===== src/rtl/opll_bus_pkg.sv =====
// Shared types and chip timing constants for the OPLL CPU-port bus writer.
package opll_bus_pkg;

    // Bus sequencer states, one per phase of the two-step OPLL write.
    typedef enum logic [2:0] {
        ST_IDLE  = 3'd0,
        ST_A_SET = 3'd1,
        ST_A_STB = 3'd2,
        ST_A_GAP = 3'd3,
        ST_D_SET = 3'd4,
        ST_D_STB = 3'd5,
        ST_D_GAP = 3'd6
    } opll_state_e;

    // Minimum strobe width and post-write wait times the OPLL needs.
    localparam int OPLL_WR_PULSE  = 4;
    localparam int OPLL_ADDR_WAIT = 12;
    localparam int OPLL_DATA_WAIT = 84;

    // Largest of three durations; sets the width of the shared phase counter.
    function automatic int max3(input int a, input int b, input int c);
        int m;
        m = (a > b) ? a : b;
        return (m > c) ? m : c;
    endfunction

endpackage


===== src/rtl/opll_cmd_fifo.sv =====
// Synchronous command FIFO holding {addr, data} pairs. Read data is the
// current head (first-word fall-through), so a pop and its data are in the
// same cycle. Full/empty decode only registered state, so the ready the
// host sees never depends on a pop in the same cycle.
module opll_cmd_fifo #(
    parameter int DEPTH = 4,
    parameter int WIDTH = 16
) (
    input  logic                     clk,
    input  logic                     rst,
    input  logic                     push_i,
    input  logic [WIDTH-1:0]         wdata_i,
    input  logic                     pop_i,
    output logic [WIDTH-1:0]         rdata_o,
    output logic                     full_o,
    output logic                     empty_o,
    output logic [$clog2(DEPTH):0]   level_o
);

    localparam int AW = $clog2(DEPTH);
    localparam logic [AW:0] FULL_LVL = (AW + 1)'(DEPTH);

    logic [WIDTH-1:0] mem_q [DEPTH];
    logic [AW-1:0]    wr_ptr_q;
    logic [AW-1:0]    rd_ptr_q;
    logic [AW:0]      level_q;
    logic             do_push;
    logic             do_pop;

    assign full_o  = (level_q == FULL_LVL);
    assign empty_o = (level_q == '0);
    assign level_o = level_q;
    assign rdata_o = mem_q[rd_ptr_q];

    assign do_push = push_i & ~full_o;
    assign do_pop  = pop_i & ~empty_o;

    // Pointer and occupancy bookkeeping; simultaneous push and pop cancel.
    always_ff @(posedge clk) begin
        if (rst) begin
            wr_ptr_q <= '0;
            rd_ptr_q <= '0;
            level_q  <= '0;
        end else begin
            if (do_push) wr_ptr_q <= wr_ptr_q + AW'(1);
            if (do_pop)  rd_ptr_q <= rd_ptr_q + AW'(1);
            case ({do_push, do_pop})
                2'b10:   level_q <= level_q + (AW + 1)'(1);
                2'b01:   level_q <= level_q - (AW + 1)'(1);
                default: level_q <= level_q;
            endcase
        end
    end

    // Storage array; contents need no reset since level gates every read.
    always_ff @(posedge clk) begin
        if (do_push) mem_q[wr_ptr_q] <= wdata_i;
    end

endmodule


===== src/rtl/opll_bus_writer.sv =====
// Replays queued {addr, data} commands onto the OPLL CPU port as an address
// write (A0=0) followed by a data write (A0=1), holding the strobe and the
// post-write waits the chip needs.
//
// state    | meaning
// ---------+--------------------------------------------------------
// IDLE     | nothing in flight, waiting for a queued command
// A_SET    | address on bus, A0=0, one cycle of setup before strobe
// A_STB    | address strobe high for WR_PULSE cycles
// A_GAP    | ADDR_WAIT idle cycles, address still driven
// D_SET    | data on bus, A0=1, one cycle of setup before strobe
// D_STB    | data strobe high for WR_PULSE cycles
// D_GAP    | DATA_WAIT idle cycles, then next command or IDLE
module opll_bus_writer
    import opll_bus_pkg::*;
#(
    parameter int WR_PULSE   = OPLL_WR_PULSE,
    parameter int ADDR_WAIT  = OPLL_ADDR_WAIT,
    parameter int DATA_WAIT  = OPLL_DATA_WAIT,
    parameter int FIFO_DEPTH = 4
) (
    input  logic                          clk,
    input  logic                          rst,
    input  logic                          i_valid,
    output logic                          o_ready,
    input  logic [7:0]                    i_addr,
    input  logic [7:0]                    i_data,
    output logic [7:0]                    o_d,
    output logic                          o_a0,
    output logic                          o_wr,
    output logic                          o_busy,
    output logic [$clog2(FIFO_DEPTH):0]   o_level
);

    localparam int CNT_W = $clog2(max3(WR_PULSE, ADDR_WAIT, DATA_WAIT) + 1);
    localparam logic [CNT_W-1:0] WR_LOAD   = CNT_W'(WR_PULSE - 1);
    localparam logic [CNT_W-1:0] AGAP_LOAD = CNT_W'(ADDR_WAIT - 1);
    localparam logic [CNT_W-1:0] DGAP_LOAD = CNT_W'(DATA_WAIT - 1);

    opll_state_e      state_q, state_d;
    logic [CNT_W-1:0] cnt_q, cnt_d;
    logic [7:0]       addr_q, data_q;
    logic             pop;
    logic             fifo_full;
    logic             fifo_empty;
    logic [15:0]      fifo_rdata;

    opll_cmd_fifo #(
        .DEPTH (FIFO_DEPTH),
        .WIDTH (16)
    ) u_fifo (
        .clk     (clk),
        .rst     (rst),
        .push_i  (i_valid),
        .wdata_i ({i_addr, i_data}),
        .pop_i   (pop),
        .rdata_o (fifo_rdata),
        .full_o  (fifo_full),
        .empty_o (fifo_empty),
        .level_o (o_level)
    );

    assign o_ready = ~fifo_full;
    assign o_busy  = (state_q != ST_IDLE) | ~fifo_empty;
    assign o_wr    = (state_q == ST_A_STB) | (state_q == ST_D_STB);
    assign o_a0    = (state_q == ST_D_SET) | (state_q == ST_D_STB) | (state_q == ST_D_GAP);
    // Bus data only switches in the SET states, where the strobe is low.
    assign o_d     = o_a0 ? data_q : addr_q;

    // State, phase counter and the popped command's holding registers.
    always_ff @(posedge clk) begin
        if (rst) begin
            state_q <= ST_IDLE;
            cnt_q   <= '0;
            addr_q  <= 8'h00;
            data_q  <= 8'h00;
        end else begin
            state_q <= state_d;
            cnt_q   <= cnt_d;
            if (pop) begin
                addr_q <= fifo_rdata[15:8];
                data_q <= fifo_rdata[7:0];
            end
        end
    end

    // Next state: each phase ends when the counter loaded on entry reaches 0.
    always_comb begin
        state_d = state_q;
        cnt_d   = (cnt_q == '0) ? '0 : cnt_q - CNT_W'(1);
        pop     = 1'b0;
        case (state_q)
            ST_IDLE: begin
                if (!fifo_empty) begin
                    pop     = 1'b1;
                    state_d = ST_A_SET;
                    cnt_d   = '0;
                end
            end
            ST_A_SET: begin
                if (cnt_q == '0) begin
                    state_d = ST_A_STB;
                    cnt_d   = WR_LOAD;
                end
            end
            ST_A_STB: begin
                if (cnt_q == '0) begin
                    state_d = ST_A_GAP;
                    cnt_d   = AGAP_LOAD;
                end
            end
            ST_A_GAP: begin
                if (cnt_q == '0) begin
                    state_d = ST_D_SET;
                    cnt_d   = '0;
                end
            end
            ST_D_SET: begin
                if (cnt_q == '0) begin
                    state_d = ST_D_STB;
                    cnt_d   = WR_LOAD;
                end
            end
            ST_D_STB: begin
                if (cnt_q == '0) begin
                    state_d = ST_D_GAP;
                    cnt_d   = DGAP_LOAD;
                end
            end
            ST_D_GAP: begin
                if (cnt_q == '0) begin
                    cnt_d = '0;
                    if (!fifo_empty) begin
                        pop     = 1'b1;
                        state_d = ST_A_SET;
                    end else begin
                        state_d = ST_IDLE;
                    end
                end
            end
            default: begin
                state_d = ST_IDLE;
                cnt_d   = '0;
            end
        endcase
    end

endmodule


===== config.mk =====
export PLATFORM = sky130hd
export DESIGN_NAME = opll_bus_writer
export DESIGN_NICKNAME = d
export VERILOG_FILES = /design/src/rtl/opll_bus_pkg.sv /design/src/rtl/opll_cmd_fifo.sv /design/src/rtl/opll_bus_writer.sv
export SDC_FILE = /design/constraint.sdc
export NUM_CORES = 1
export LEC_CHECK = 0
export CAP_MARGIN = 10
export CORE_ASPECT_RATIO = 0.6
export CORE_MARGIN = 1.5
export CORE_UTILIZATION = 53
export DETAILED_ROUTE_END_ITERATION = 10
export GPL_TIMING_DRIVEN = 0
export HOLD_SLACK_MARGIN = 0.1
export PLACE_DENSITY_LB_ADDON = 0.08
export SLEW_MARGIN = 20
export SYNTH_ARGS = -nofsm -noshare
export SYNTH_HDL_FRONTEND = slang
export SYNTH_HIERARCHICAL = 1
export SYNTH_SLANG_ARGS = --single-unit

===== constraint.sdc =====
create_clock -name clk -period 3.4 [get_ports clk]
set_input_delay 0.68 -clock clk [delete_from_list [all_inputs] [get_ports clk]]
set_output_delay 0.68 -clock clk [all_outputs]
set_load 0.05 [all_outputs]

==> results of run 1 <==
[worst min path at each step]
stage	end	cells after the start
after global routing	data_q[2]	2
after detailed placement	cnt_q[0]	1
after CTS	cnt_q[0]	1
final	cnt_q[0]	1
after floorplan	cnt_q[0]	1
after global placement	cnt_q[0]	1
[per-layer routing]
metal  wire length, um  vias up  GRT usage, %
met3               394        9         5.582
met4                68        0         5.285
met2              3399       71         30.10
li1                  -     1227             -
met5                 0        -             0
met1              4062     1256         30.46
[stage by stage]
| step | cell area [um2] | utilization [%] | total power [mW] | hold slack, ns |
|---|---|---|---|---|
| after floorplan | 4214 | - | 2.930 | 0.4240 |
| final | 5001 | 66.88 | 4.471 | 0.4634 |
| after global routing | 5001 | 66.88 | 4.704 | 0.4991 |
| after detailed placement | 4674 | 62.52 | 3.390 | 0.4566 |
| after CTS | 5001 | 66.88 | 4.483 | 0.4658 |
| after global placement | 4674 | 62.52 | 3.355 | 0.4470 |
[state kept, by name (all words and copies together), names as in the netlist, named ones only]
register / cells
u_fifo/wr_ptr_q: 2
cnt_q: 7
u_fifo/rd_ptr_q: 2
u_fifo/mem_q: 64
addr_q: 8
data_q: 8
state_q: 3
u_fifo/level_o: 3
[synthesized netlist by cell type (2+ instances only)]
library cell / instances
xnor2_1: 2
nor3_1: 5
buf_6: 3
and2_1: 8
clkbuf_1: 4
o21a_1: 2
o21ai_0: 22
mux2_2: 8
nand3_1: 17
or3_1: 5
edfxtp_1: 64
a21boi_0: 2
a21oi_1: 26
nand2_1: 6
o211ai_1: 2
xor2_1: 5
a31oi_1: 2
inv_1: 12
buf_2: 3
mux4_2: 10
ha_1: 7
or2_2: 2
nand2b_1: 3
nor2_1: 15
dfxtp_1: 35
mux4_1: 6
dlygate4sd3_1: 2
[layout make-up]
cell class                      instances  area (um2)  area share (%)
Inverter                               12       45.04          0.9007
Clock inverter                          7       101.3           2.027
Multi-Input combinational cell        173        1418           28.35
Buffer                                 16       128.9           2.577
Sequential cell                        99        2623           52.44
Clock buffer                            9       225.2           4.503
Timing Repair Buffer                   33       330.3           6.605
Tap cell                              104       130.1           2.602
[kinds of logic after synthesis]
family / synth area share, %
AOI/OAI and AO/OA: 9.263
xor gates and xnor gates: 1.455
adders and majority gates: 2.553
buffers and inverters: 4.127
DFF: 62.23
muxes: 11.46
and+or+nand+nor: 8.907
[critical path, cell delays in order, from the launching register on]
cell and delay (ns):
dfxtp_1 0.34, clkbuf_1 0.33, nand2_1 0.14, and2_1 0.18, buf_2 0.19, mux2_2 0.27, clkdlybuf4s50_1 0.80
[power groups by stage]
stage                     Combinational [mW]  Sequential (mW)  Clock, mW
after global routing                    1.90             1.66       1.15
after floorplan                         1.26             1.67          0
after CTS                               1.75             1.63       1.10
after detailed placement                1.73             1.66          0
after global placement                  1.71             1.65          0
final                                   1.75             1.63       1.09
==> metrics.md, run 1 <==
| Metric | Value |
|---|---|
| Reg2reg path depth | `12` |
| Post-Syn Area per Cell | `14.05 um2` |
| Min Tclk post-route | `3.270 ns` |
| Slew @ Worst Pin | `0.8844 ns` |
| EDFF count, synth | `64` |
| Cell Area, Synth | `0.004214 mm2` |
| Slew headroom | `41.04%` |
| Clock network power share | `24.4%` |
| I/O Buffers | `33` |
| GRT Util Overall | `20.46%` |
| Area share of the largest cell type after synthesis | `45.61%` |
| Critical path startpoint | `state_q[1]` |
| Cells after synthesis | `300` |
| Hold_sp | `cnt_q[0]` |
| Reg clk slew, reported paths | `0.07 ns` |
| Int Pwr | `2.866 mW` |
| DRT antenna net count | `0` |
| Synthesized net count | `327` |
| Core area | `0.007477 mm2` |
| Largest net degree at the start of global routing | `18` |
| CP endpoint kind | `output port` |
| DR pass1 iterations | `5` |
| Via Count | `2563` |
| Register share of total power | `36.6%` |
| Ys flop type | `edfxtp_1` |
| Flops & latches, synth | `99` |
| Total congestion overflow | `0` |
| F_max | `305.8 MHz` |
| Leak | `1.704 nW` |
| Layout cells sized above 1 | `14.90%` |
| Worst slack, placed | `0.3295 ns` |
| Final TNS setup | `0 ns` |
| Sequential area share after synthesis | `62.23%` |
| TritonCTS Buffers | `9` |
| Fin crit share | `96.18%` |
| CTS tree | `done` |
| Commonest non-fill, non-tap cells in the layout | `edfxtp_1 (64), dfxtp_1 (35), clkdlybuf4s50_1 (33), a21oi_1 (26), o21ai_0 (22)` |
| IO Pins | `34` |
| RSZ-0062 raised after global routing | `false` |
| H-Tree Level Count | `3` |
| Wire length per cell | `17.49 um` |
| Most common cell after layout, fill and taps aside | `edfxtp_1` |
| Reg-to-reg slack, setup | `0.33 ns` |
| Clk root buf | `clkbuf_16` |
| Hold Crit Class | `reg -> reg` |
| Number of vias per cell | `5.658` |
| Reg-to-Reg Start | `cnt_q[4]` |
| Clock Sinks | `99` |
| Worst r2r dst | `u_fifo/level_o[2]` |
| Final number of setup-violating endpoints | `0` |
| Die Ht | `72.07 um` |
| Critical Path Sink | `o_d[0]` |
| Crit path setup slack, layout | `0.1298 ns` |
| Global-route wire length before repair | `13040 um` |
| Vias in the first global route | `2464` |
| Ant diodes | `0` |
| WL final | `7925 um` |
| Final nets | `371` |
| Logic pwr share | `39.1%` |
| # rows | `24` |
| Initial Util | `56.36%` |
| Drt drc | `0` |
| WP data required | `2.72 ns` |
| Synth warnings | `6` |
| Post-CTS setup buffers | `0` |
| Placed Cells | `437` |
| Finished Layout Cells | `453` |
| P&R area growth vs syn | `18.68%` |
| Final hold violations | `0` |
| Clock Skews | `0.006289 ns` |
| Fill count | `537` |
| Max Slew Vio Count | `0` |
| CP Class | `reg -> out` |
| Initial antenna violation count | `0` |
| Post-synth ARST share | `0%` |
| Max_cap viols | `0` |
| Top cells by area, synth | `edfxtp_1 (46%), dfxtp_1 (17%), mux4_2 (5.3%)` |
| Clock tree buffer depth | `2` |
| Full die area | `0.008513 mm2` |
| Yosys cell types | `49` |
| Arrival time worst endpoint | `2.59 ns` |
| Crit Path Max Fanout | `10` |
| Critical path startpoint category | `register` |
| Placer Congestion | `0.8708` |
| Iter 0 DRT Violations | `183` |
| Switch share | `35.90%` |
| Post-synth top area cell | `edfxtp_1` |
| P_sw | `1.605 mW` |
| Status | `finished clean` |
| # resized after CTS | `0` |
| Peak supply drop | `361.3 uV` |
| Power per cell area | `894.1 mW/mm2` |
| # hold bufs at CTS | `0` |
| Clk Latency, worst-skew pair | `0.34 ns` |
| Detailed placer's ending HPWL | `5431 um` |
| Die W | `118.1 um` |
Power figures use the tool's default switching activity.
==> inputs of run 2 (changes only) <==
--- a/config.mk
+++ b/config.mk
@@ -8,13 +8,13 @@
 export CAP_MARGIN = 10
 export CORE_ASPECT_RATIO = 0.6
 export CORE_MARGIN = 1.5
-export CORE_UTILIZATION = 53
+export CORE_UTILIZATION = 40
 export DETAILED_ROUTE_END_ITERATION = 10
 export GPL_TIMING_DRIVEN = 0
 export HOLD_SLACK_MARGIN = 0.1
 export PLACE_DENSITY_LB_ADDON = 0.08
+export REMOVE_ABC_BUFFERS = 1
 export SLEW_MARGIN = 20
 export SYNTH_ARGS = -nofsm -noshare
 export SYNTH_HDL_FRONTEND = slang
-export SYNTH_HIERARCHICAL = 1
 export SYNTH_SLANG_ARGS = --single-unit
==> run 2 against run 1 <==
Compared with the run above: final cell count grew 1.1%; worst hold slack gained 0.0094 ns; global-route usage shrank 4.2 points; clock-buffer cell count rose by 5; register-to-register slack gained 0.07 ns; combinational power down 7%; clock power decreased by 6%; non-clock buffer count shrank 16; synthesized cell count is 2.7% lower; critical endpoint is now o_d[3]; highest routed layer unchanged.
==> metrics.md, run 2 <==
| Metric | Value |
|---|---|
| Status | `finished clean (unchanged)` |
| Placer Congestion | `0.6885 (was 0.8708)` |
| CTS tree | `done (unchanged)` |
| Most common cell in the netlist | `edfxtp_1 (unchanged)` |
| Ant diodes | `0 (unchanged)` |
| Post-synth top area cell | `edfxtp_1 (unchanged)` |
| Cells after synthesis | `292 (was 300)` |
| Crit Path Max Fanout | `18 (was 10)` |
| I/O Buffers | `33 (unchanged)` |
| Slew @ Worst Pin | `0.9563 ns (was 0.8844 ns)` |
| Clk Latency, worst-skew pair | `0.34 ns (about the same)` |
| Arrival time worst endpoint | `2.45 ns (was 2.59 ns)` |
| Number of vias per cell | `5.229 (was 5.658)` |
| Post-Syn Area per Cell | `13.88 um2 (was 14.05 um2)` |
| Peak supply drop | `370.0 uV (was 361.3 uV)` |
| Worst Hold Depth | `2 (was 1)` |
| EDFF count, synth | `64 (unchanged)` |
| Largest net degree at the start of global routing | `31 (was 18)` |
| Commonest non-fill, non-tap cells in the layout | `edfxtp_1 (64), clkdlybuf4s50_1 (32), dfxtp_1 (31), a21oi_1 (27), o21ai_0 (22) (was edfxtp_1 (64), dfxtp_1 (35), clkdlybuf4s50_1 (33), a21oi_1 (26), o21ai_0 (22))` |
| Sequential area share after synthesis | `63.70% (was 62.23%)` |
| Max Slew Vio Count | `0 (unchanged)` |
| Reg-to-reg slack, setup | `0.40 ns (was 0.33 ns)` |
| Wire length per cell | `17.38 um (was 17.49 um)` |
| Layout cells sized above 1 | `15.17% (was 14.90%)` |
| Critical path startpoint category | `register (unchanged)` |
| Die W | `133.0 um (was 118.1 um)` |
| Vias in the first global route | `2407 (was 2464)` |
| Final nets | `344 (was 371)` |
| P&R area growth vs syn | `17.96% (was 18.68%)` |
| Worst r2r dst | `u_fifo.level_o[2] (was u_fifo/level_o[2])` |
| Hold_sp | `addr_q[0] (was cnt_q[0])` |
| Clock Sinks | `97 (was 99)` |
| Hold EP | `addr_q[0] (was cnt_q[0])` |
| CP Class | `reg -> out (unchanged)` |
| Drt drc | `0 (unchanged)` |
| Max reg flops | `64 (unchanged)` |
| WL final | `7960 um (was 7925 um)` |
| Top cells by count, synth | `edfxtp_1 (64), dfxtp_1 (33), a21oi_1 (27) (was edfxtp_1 (64), dfxtp_1 (35), a21oi_1 (26))` |
| Largest delay share family, worst path | `buffers and inverters (unchanged)` |
| Reg2reg path depth | `11 (was 12)` |
| IO Pins | `34 (unchanged)` |
| Most common cell after layout, fill and taps aside | `edfxtp_1 (unchanged)` |
| Reg clk slew, reported paths | `0.06 ns (was 0.07 ns)` |
| WP data required | `2.72 ns (about the same)` |
| Max_cap viols | `0 (unchanged)` |
| Fill count | `838 (was 537)` |
| Final hold violations | `0 (unchanged)` |
| Detailed placer's ending HPWL | `5020 um (was 5431 um)` |
| Total congestion overflow | `0 (unchanged)` |
| Final number of setup-violating endpoints | `0 (unchanged)` |
| Leak | `1.570 nW (was 1.704 nW)` |
| Iter 0 DRT Violations | `167 (was 183)` |
| Post-synth ARST share | `0% (unchanged)` |
| Fin crit share | `92.03% (was 96.18%)` |
| Ys flop type | `edfxtp_1 (unchanged)` |
| Largest stage delay on the critical path | `0.70 ns (was 0.80 ns)` |
| Critical-path top delay cell | `clkdlybuf4s50_1 (unchanged)` |
| CP endpoint kind | `output port (unchanged)` |
| Crit path buffers/inverters | `1 (was 3)` |
| Slew headroom | `35.41% (was 41.04%)` |
| Final TNS setup | `0 ns (unchanged)` |
| Largest registers | `u_fifo.mem_q x64, addr_q x8, data_q x8 (was u_fifo/mem_q x64, addr_q x8, data_q x8)` |
| Die Ht | `80.98 um (was 72.07 um)` |
| F_max | `319.6 MHz (was 305.8 MHz)` |
| Cells along the critical path | `a21boi_4 -> mux2_2 -> clkdlybuf4s50_1 (was clkbuf_1 -> nand2_1 -> and2_1 -> buf_2 -> mux2_2 -> clkdlybuf4s50_1)` |
| Hold Crit Class | `reg -> reg (unchanged)` |
| Global-route wire length before repair | `12800 um (was 13040 um)` |
| DR pass1 iterations | `4 (was 5)` |
| Core area | `0.009844 mm2 (was 0.007477 mm2)` |
| Initial Util | `41.18% (was 56.36%)` |
| Clock tree buffer depth | `2 (unchanged)` |
| Reg-to-Reg Start | `cnt_q[0] (was cnt_q[4])` |
| Top cells by area, synth | `edfxtp_1 (47%), dfxtp_1 (16%), mux4_2 (8.9%) (was edfxtp_1 (46%), dfxtp_1 (17%), mux4_2 (5.3%))` |
| Flops & latches, synth | `97 (was 99)` |
| Clock Skews | `0.004374 ns (was 0.006289 ns)` |
| TritonCTS Buffers | `9 (unchanged)` |
| Core Util, Final | `48.58% (was 66.88%)` |
| Cell Area, Synth | `0.004054 mm2 (was 0.004214 mm2)` |
| Power per cell area | `910.6 mW/mm2 (was 894.1 mW/mm2)` |
| RSZ-0062 raised after global routing | `false (unchanged)` |
| Area share of the largest cell type after synthesis | `47.41% (was 45.61%)` |
| # hold bufs at CTS | `0 (unchanged)` |
| Largest Register | `u_fifo.mem_q (was u_fifo/mem_q)` |
| Min Tclk post-route | `3.129 ns (was 3.270 ns)` |
| Synth warnings | `0 (was 6)` |
| Worst hold slack | `0.4728 ns (was 0.4634 ns)` |
| # rows | `28 (was 24)` |
| Clk root buf | `clkbuf_16 (unchanged)` |
| Yosys cell types | `43 (was 49)` |
| GRT Util Overall | `16.27% (was 20.46%)` |
| H-Tree Level Count | `3 (unchanged)` |
| Via Count | `2395 (was 2563)` |
| Full die area | `0.01077 mm2 (was 0.008513 mm2)` |
| DRT antenna net count | `0 (unchanged)` |
| Initial antenna violation count | `0 (unchanged)` |
| Post-CTS setup buffers | `0 (unchanged)` |
run 2: changes by cell type after synthesis, moves of 5 or more:
| cell | previous run | this run |
|---|---|---|
| and3_1 | 0 | 5 |
| and2_1 | 8 | 2 |
| mux4_1 | 6 | 0 |
| mux4_2 | 10 | 16 |
run 2: kinds of logic (layout without fill, tap and decap cells):
logic type | count (synthesis) | in the layout | synth area share (%)
flops | 97 | 97 | 63.70
xor+xnor | 6 | 6 | 1.296
simple gates | 66 | 66 | 8.766
compound gates | 64 | 64 | 9.692
mux | 25 | 25 | 11.39
fa+ha+maj | 7 | 7 | 2.346
buf+inv | 27 | 58 | 2.809
run 2: routing by layer:
| metal | up-vias | GRT usage (%) | wire (um) |
|---|---|---|---|
| met2 | 44 | 24.53 | 3359 |
| met4 | 0 | 5.275 | 105 |
| li1 | 1161 | - | - |
| met3 | 10 | 4.931 | 354 |
| met1 | 1180 | 22.68 | 4140 |
| met5 | - | 0 | 0 |
run 2: repair_timing:
action,4_1_cts,5_1_grt
endpoints found under the setup margin,8,8
pin swaps,0,0
gates resized for setup,1,1
run 2: tightest hold or removal path: cells and delay by family (launching register included):
kind,cells,cell delay [ns]
AO/OA/AOI/OAI,2,0.12
flip-flops,1,0.30
run 2: through the flow:
stage | cell area, um2 | total power, mW | std cells | setup WS [ns]
5_1_grt | 4782 | 4.621 | 458 | 0.1644
4_1_cts | 4786 | 4.394 | 458 | 0.02470
3_5_place_dp | 4477 | 3.370 | 442 | 0.2563
3_3_place_gp | 4473 | 3.337 | 442 | 0.2563
2_1_floorplan | 3974 | 2.865 | 274 | 0.5059
6_report | 4782 | 4.354 | 458 | 0.2710
run 2: how the worst max path moves through the flow:
stage / start / endpoint / slack [ns] / cells past startpoint
after global routing: state_q[1] / o_d[2] / 0.16 / 3
after global placement: state_q[2] / o_d[3] / 0.26 / 3
after CTS: state_q[2] / o_d[3] / 0.02 / 3
after floorplan: u_fifo.level_o[2] / u_fifo.level_o[2] / 0.51 / 9
final: state_q[2] / o_d[3] / 0.27 / 3
after detailed placement: state_q[2] / o_d[3] / 0.26 / 3
run 2: where the power goes:
part           switching, mW  total (mW)  internal [mW]
combinational          0.990        1.62          0.631
clock                  0.406        1.02          0.611
sequential             0.212        1.72           1.50
run 2: layout make-up:
type | instances | area (um2) | area share, %
clock buffer | 14 | 264.0 | 5.521
clock inverter | 2 | 37.54 | 0.7849
multi-input combinational | 168 | 1368 | 28.60
tap | 135 | 168.9 | 3.532
inverter | 9 | 33.78 | 0.7064
timing repair buffer | 33 | 325.3 | 6.803
sequential | 97 | 2585 | 54.06
